### src/rtl/key_sw_input_ctrl.sv
// key_sw_input_ctrl: synchronizes, debounces and latches KEY/SW pins behind a memory-mapped read port.
// Define KEY_AUTOREPEAT_EN to add per-key auto-repeat press events while a key is held.
module key_sw_input_ctrl #(
    parameter int DBITS           = 32,
    parameter int DEBOUNCE_CYCLES = 10000,
    parameter int CNT_BITS        = 16,
`ifdef KEY_AUTOREPEAT_EN
    parameter int REPEAT_CYCLES   = 5000000,
`endif
    parameter logic [DBITS-1:0] ADDR_KEY     = 'hF0000010,
    parameter logic [DBITS-1:0] ADDR_SW      = 'hF0000014,
    parameter logic [DBITS-1:0] ADDR_KEYSTAT = 'hF0000018
) (
    input  logic             clk,
    input  logic             reset,
    input  logic [3:0]       KEY,
    input  logic [9:0]       SW,
    input  logic [DBITS-1:0] memAddr,
    input  logic             memWrEn,
    input  logic [DBITS-1:0] memWrData,
    output logic             rdHit,
    output logic [DBITS-1:0] rdData,
    output logic [3:0]       keyLevel,
    output logic [9:0]       swLevel,
    output logic             keyIrq
);
    logic [3:0] key_s1, key_s2, sticky, ovr, evt, clr_s, clr_o, sticky_n, ovr_n;
    logic [9:0] sw_s1, sw_s2;
    logic [13:0] din, stab, hit;
    logic [CNT_BITS-1:0] cnt [14];
    logic wr_stat, unused_wr;

    // keys and switches share one debounce array: bits [3:0] keys (1 = pressed), [13:4] switches
    assign din  = {sw_s2, ~key_s2};
    assign stab = {swLevel, keyLevel};

    for (genvar i = 0; i < 14; i++) begin : g_db
        assign hit[i] = din[i] != stab[i] && cnt[i] == CNT_BITS'(DEBOUNCE_CYCLES - 1);
    end

`ifdef KEY_AUTOREPEAT_EN
    localparam int RBITS = $clog2(REPEAT_CYCLES + 1);
    logic [RBITS-1:0] rcnt [4];
    logic [3:0] rep;
    for (genvar i = 0; i < 4; i++) begin : g_rep
        assign rep[i] = keyLevel[i] && rcnt[i] == RBITS'(REPEAT_CYCLES - 1);
    end
    always_ff @(posedge clk or negedge reset) begin
        if (!reset) begin
            for (int k = 0; k < 4; k++) rcnt[k] <= '0;
        end else begin
            for (int k = 0; k < 4; k++) rcnt[k] <= keyLevel[k] && !rep[k] ? rcnt[k] + 1'b1 : '0;
        end
    end
    assign evt = (hit[3:0] & ~keyLevel) | rep;
`else
    assign evt = hit[3:0] & ~keyLevel;
`endif

    assign wr_stat   = memWrEn && memAddr == ADDR_KEYSTAT;
    assign clr_s     = wr_stat ? memWrData[3:0] : '0;
    assign clr_o     = wr_stat ? memWrData[7:4] : '0;
    assign unused_wr = ^memWrData[DBITS-1:8];
    // a press coinciding with a clear keeps the sticky bit and is not counted as an overrun
    assign sticky_n  = evt | (sticky & ~clr_s);
    assign ovr_n     = (evt & sticky & ~clr_s) | (ovr & ~clr_o);

    always_ff @(posedge clk or negedge reset) begin
        if (!reset) begin
            key_s1   <= 4'hF;
            key_s2   <= 4'hF;
            sw_s1    <= '0;
            sw_s2    <= '0;
            for (int k = 0; k < 14; k++) cnt[k] <= '0;
            keyLevel <= '0;
            swLevel  <= '0;
            sticky   <= '0;
            ovr      <= '0;
            keyIrq   <= 1'b0;
        end else begin
            key_s1   <= KEY;
            key_s2   <= key_s1;
            sw_s1    <= SW;
            sw_s2    <= sw_s1;
            for (int k = 0; k < 14; k++) cnt[k] <= din[k] == stab[k] || hit[k] ? '0 : cnt[k] + 1'b1;
            {swLevel, keyLevel} <= stab ^ hit;
            sticky   <= sticky_n;
            ovr      <= ovr_n;
            keyIrq   <= |sticky_n;
        end
    end

    assign rdHit  = memAddr == ADDR_KEY || memAddr == ADDR_SW || memAddr == ADDR_KEYSTAT;
    assign rdData = memAddr == ADDR_KEY     ? DBITS'(keyLevel) :
                    memAddr == ADDR_SW      ? DBITS'(swLevel) :
                    memAddr == ADDR_KEYSTAT ? DBITS'({ovr, sticky}) : '0;
endmodule

### config.mk
export PLATFORM = sky130hd
export DESIGN_NAME = key_sw_input_ctrl
export DESIGN_NICKNAME = d
export VERILOG_FILES = /design/src/rtl/key_sw_input_ctrl.sv
export SDC_FILE = /design/constraint.sdc
export NUM_CORES = 1
export LEC_CHECK = 0
export ABC_AREA = 0
export CORE_MARGIN = 4
export CORE_UTILIZATION = 58
export DETAILED_ROUTE_END_ITERATION = 12
export PLACE_DENSITY = 0.81
export SYNTH_ARGS = -nofsm -noshare
export SYNTH_HDL_FRONTEND = slang
export SYNTH_SLANG_ARGS = --single-unit
### constraint.sdc
create_clock -name clk -period 3.1 [get_ports clk]
set_clock_uncertainty 0.15 [all_clocks]
set_input_delay 0.31 -clock clk [delete_from_list [all_inputs] [get_ports clk]]
set_output_delay 0.31 -clock clk [all_outputs]
set_load 0.005 [all_outputs]
==> results summary <==
The flow ran to the end, and the final reports show no timing, DRC or antenna violations. The remaining antenna violation count after routing came out at 0. The area growth from synthesis to layout is 16.0%.

Setup repair after global routing left no endpoint under its margin. The setup fix buffers added after clock tree synthesis came out at 0. The average cell area after synthesis came out at 10.2 um^2.

The initial antenna violation count is 0. The global placement routability congestion came out at 0.841. The maximum clock frequency came out at 334 MHz.

The combinational family with the most area after synthesis is simple AND/OR/NAND/NOR gates. The core region area is 22,100 um^2. Combinational logic is responsible for 4.2% of the overall power.

The hold violation total from the final report is 0. The final layout contains routed wiring with a total length of 26,400 um. The clock insertion delay at the later pin of the skew report is 540 ps. Counting the buffers created by CTS gives 29.

The part of the power in the clock network came out at 47.2%. The max-slew violation count is 0. Setup violations remaining at the end of the flow were counted as 0. The kind of start point of the critical path is an input pin. The die covers 25,100 um^2. The pin count of the biggest net entering global routing is 92. Max-cap violations in this run came to 0. The post-synthesis adder-cell area fraction is 1.71%. The signal on the critical path passes through clkdlybuf4s50_1, nor4_1, nand4_1, or2_2, nor2_1, clkdlybuf4s50_1.

During I/O placement, the number of pins put on the boundary was 129. The async set or reset register ratio after synthesis is 100%. The utilization of the core after routing came out at 69.0%. The static power due to leakage came out at 6.48 nW. The count of inserted antenna diode cells is 0.

The critical-path cell with the highest stage delay is sky130_fd_sc_hd__clkdlybuf4s50_1. The count of hold-fix buffers inserted at cts came out at 1. The area share of the leading cell type in the synthesized netlist came out at 50.8%. The slew at the pin closest to its max-slew limit came out at 704 ps. The worst setup path is captured at an output pin. The sequential share of power came out at 48.6%. In the final routed layout, each cell accounts on average for 15.6 um. Sequential elements use 52.4% of the synthesized area. Of the cells placed in the final design, the portion with a size suffix greater than 1 is 6.09%. The multiplexer share of the synthesized area came out at 1.16%. The count of H-tree levels built during CTS came out at 1. The detailed-router iteration count before antenna repair came out at 5. The top fanout value on the critical path is 9.

The fraction of synthesized cell area in xor and xnor cells came out at 10.9%. The combined area of all synthesized cells came out at 13,100 um^2. The setup path with the least slack is of type in -> out. In this run the worst hold path is classified as in -> reg.

The via count came out at 9,732. The starting DRC count in detailed routing came out at 580. The worst-case headroom to the max-slew limit is 53.1%. After synthesis the netlist holds a flip-flop and latch count of 275.

The die width came out at 159 um. The setup TNS after final layout is 0 ps. Counting the fill cells in the layout gives 1,629. The critical path required time came out at 2640 ps. The reported net switching power came out at 0.00166 W. The first-pass GRT wire length is 45,000 um. The most common cell in the synthesized netlist is sky130_fd_sc_hd__dfrtp_1. Summing the areas of all and, or, nand and nor instances in the mapped netlist gives 25.5% of the synthesized area. The power density over cell area came out at 500 nW/um^2.

The fraction of the mapped netlist area in compound gates is 5.03%. For this run, the leading register cell type out of synthesis is sky130_fd_sc_hd__dfrtp_1. The synthesized netlist cell count is 1,292. After layout, the worst path uses 96.7% of the clock period. Clock-pin slew was measured on the worst setup and hold paths at 60 ps. For this run, the number of Yosys warnings is 0. The longest individual stage delay on the worst path is 590 ps.

The cell-internal power came out at 0.00596 W. Using the TritonRoute via totals, the vias-per-cell ratio works out to 5.76. The height of the die is 159 um. The via count of the first global-routing pass came out at 9,602. The setup check on the worst reg-to-reg path leaves a slack of 310 ps. The count of clock tree sinks came out at 275.

The worst-case hold slack came out at 30.3 ps. The synthesized design contains 0 enable-type register cells. The worst voltage drop across the vdd grid came out at 0.600 mV. Data arrives at the worst endpoint at 2540 ps.

Counting cells, the worst reg-to-reg path comes to 8. TritonCTS built the clock tree. The detailed-placement wirelength estimate came out at 18,000 um. The overall track demand over capacity in global routing is 21.5%. The cell at the root of the clock tree is sky130_fd_sc_hd__clkbuf_16. The residual overflow from global routing came out at 0. The number of buffers between clock root and the deepest sink came out at 3. The net switching share of the total power is 21.8%.

The library cell with the largest summed area after synthesis is sky130_fd_sc_hd__dfrtp_1. Once the floorplan was initialized, standard cells occupied 59.5% of the core. In the final design database the tool counted 1,488 nets.

After floorplanning, the core was divided into 54 placement rows. The most numerous cell type found on the critical path is sky130_fd_sc_hd__clkdlybuf4s50_1. The clock period minus worst slack came out at 3000 ps. Counting instances, the worst hold path has a depth of 1. In the synthesized netlist, the cells that appear most often are sky130_fd_sc_hd__dfrtp_1 (267), sky130_fd_sc_hd__nor2_1 (187), sky130_fd_sc_hd__xor2_1 (98).

The count of cells resized by post-cts repair came out at 0. Ranked by total cell area, the synthesized netlist is headed by sky130_fd_sc_hd__dfrtp_1 (51%), sky130_fd_sc_hd__xor2_1 (6.5%), sky130_fd_sc_hd__nor2_1 (5.3%). The number of input and output port buffers inserted is 82. In this run, distinct cell masters in the synthesized netlist total 41. For this run, design rule violations remaining after detail routing come to 0.
[metal layers]
layer,vias up,global-route usage [%],share of wire (%)
met5,-,0,0
met1,4762,29.9,45
li1,4733,-,-
met4,0,6.13,2.3
met2,194,35.2,48
met3,43,3.37,4.7
[critical path: cells and delay by family]
kind          cells  cell delay, ps
simple gates      4            1190
buf+inv           2            1030
[stage by stage]
step	cell area, um^2	setup WS (ps)	std cells	power, W
after floorplan	13200	405	1313	0.00391
after global placement	14200	149	1637	0.00408
after detailed placement	14200	118	1637	0.00409
after CTS	15300	107	1691	0.00771
after global routing	15300	35.6	1691	0.00793
final	15300	103	1691	0.00762
[placed cells by master, fill, tap and decap left out, types with 2 or more instances in the layout]
master                            Yosys  layout
sky130_fd_sc_hd__dfrtp_1            267     267
sky130_fd_sc_hd__nor2_1             187     187
sky130_fd_sc_hd__xor2_1              98      98
sky130_fd_sc_hd__clkdlybuf4s50_1      0      81
sky130_fd_sc_hd__nand4_1             77      77
sky130_fd_sc_hd__xnor2_1             66      66
sky130_fd_sc_hd__nand2_1             65      65
sky130_fd_sc_hd__nand3_1             54      54
sky130_fd_sc_hd__and3_1              53      53
sky130_fd_sc_hd__a21oi_1             51      51
sky130_fd_sc_hd__or3_1               46      46
sky130_fd_sc_hd__o21ai_0             40      40
sky130_fd_sc_hd__inv_1               38      38
sky130_fd_sc_hd__nor4b_1             31      31
sky130_fd_sc_hd__nor4_1              29      29
sky130_fd_sc_hd__clkbuf_16            0      29
sky130_fd_sc_hd__conb_1               1      22
sky130_fd_sc_hd__ha_1                18      18
sky130_fd_sc_hd__or4_1               15      15
sky130_fd_sc_hd__nor4bb_1            14      14
sky130_fd_sc_hd__and2_1              14      14
sky130_fd_sc_hd__and4_1              11      11
sky130_fd_sc_hd__nor3_1              10      10
sky130_fd_sc_hd__o31ai_1             10      10
sky130_fd_sc_hd__mux2_2              10      10
sky130_fd_sc_hd__buf_4               24      10
sky130_fd_sc_hd__dfstp_2              8       8
sky130_fd_sc_hd__clkinvlp_4           0       6
sky130_fd_sc_hd__nor2b_1              5       5
sky130_fd_sc_hd__clkbuf_8             0       5
sky130_fd_sc_hd__o32a_1               4       4
sky130_fd_sc_hd__a22oi_1              4       4
sky130_fd_sc_hd__mux2i_1              4       4
sky130_fd_sc_hd__o41ai_1              4       4
sky130_fd_sc_hd__clkinv_2             0       4
sky130_fd_sc_hd__bufinv_16            0       4
sky130_fd_sc_hd__clkbuf_1            23       3
sky130_fd_sc_hd__or2_2                2       2
sky130_fd_sc_hd__buf_12               0       2
[power by group through the flow]
stage          clock (W)  combinational, W  sequential (W)
6_report         0.00359          0.000319         0.00371
2_1_floorplan          0          0.000151         0.00376
3_3_place_gp           0          0.000313         0.00377
3_5_place_dp           0          0.000321         0.00377
5_1_grt          0.00385          0.000363         0.00371
4_1_cts          0.00367          0.000326         0.00371
[sequential cells by signal, indices dropped and copies added (netlist names), named ones only]
| register | count |
|---|---|
| cnt | 224 |
| sw_s1 | 10 |
| sw_s2 | 10 |
| keyLevel | 4 |
| key_s1 | 4 |
| key_s2 | 4 |
| ovr | 4 |
| sticky | 4 |
| keyIrq | 1 |
[kinds of logic after synthesis]
logic type	after synthesis
AND/OR/NAND/NOR	617
flip-flops	275
XOR/XNOR	164
other	1
AO/OA/AOI/OAI	115
adder cells (fa/ha/maj)	18
buffers and inverters	88
multiplexers	14
[layout make-up]
cell class | instances | area (um^2) | share of cell area, %
inverter | 38 | 143 | 0.935
clock buffer | 37 | 806 | 5.28
sequential | 275 | 6890 | 45.2
tap | 280 | 350 | 2.30
multi-input combinational | 950 | 5910 | 38.7
clock inverter | 16 | 203 | 1.33
timing repair buffer | 95 | 951 | 6.24
[path summary, 6_finish.rpt]
| kind | startpoint | endpoint |
|---|---|---|
| worst max-delay path | memAddr[21] | rdData[1] |
| worst min-delay path | KEY[0] | key_s1[0] |
| worst max register to register | cnt[176] | keyIrq |
| worst min register to register | sw_s1[9] | sw_s2[9] |
| max in group asynchronous | reset | cnt[218] |
| min in group asynchronous | reset | cnt[143] |
(Power assumes the default switching activity.)
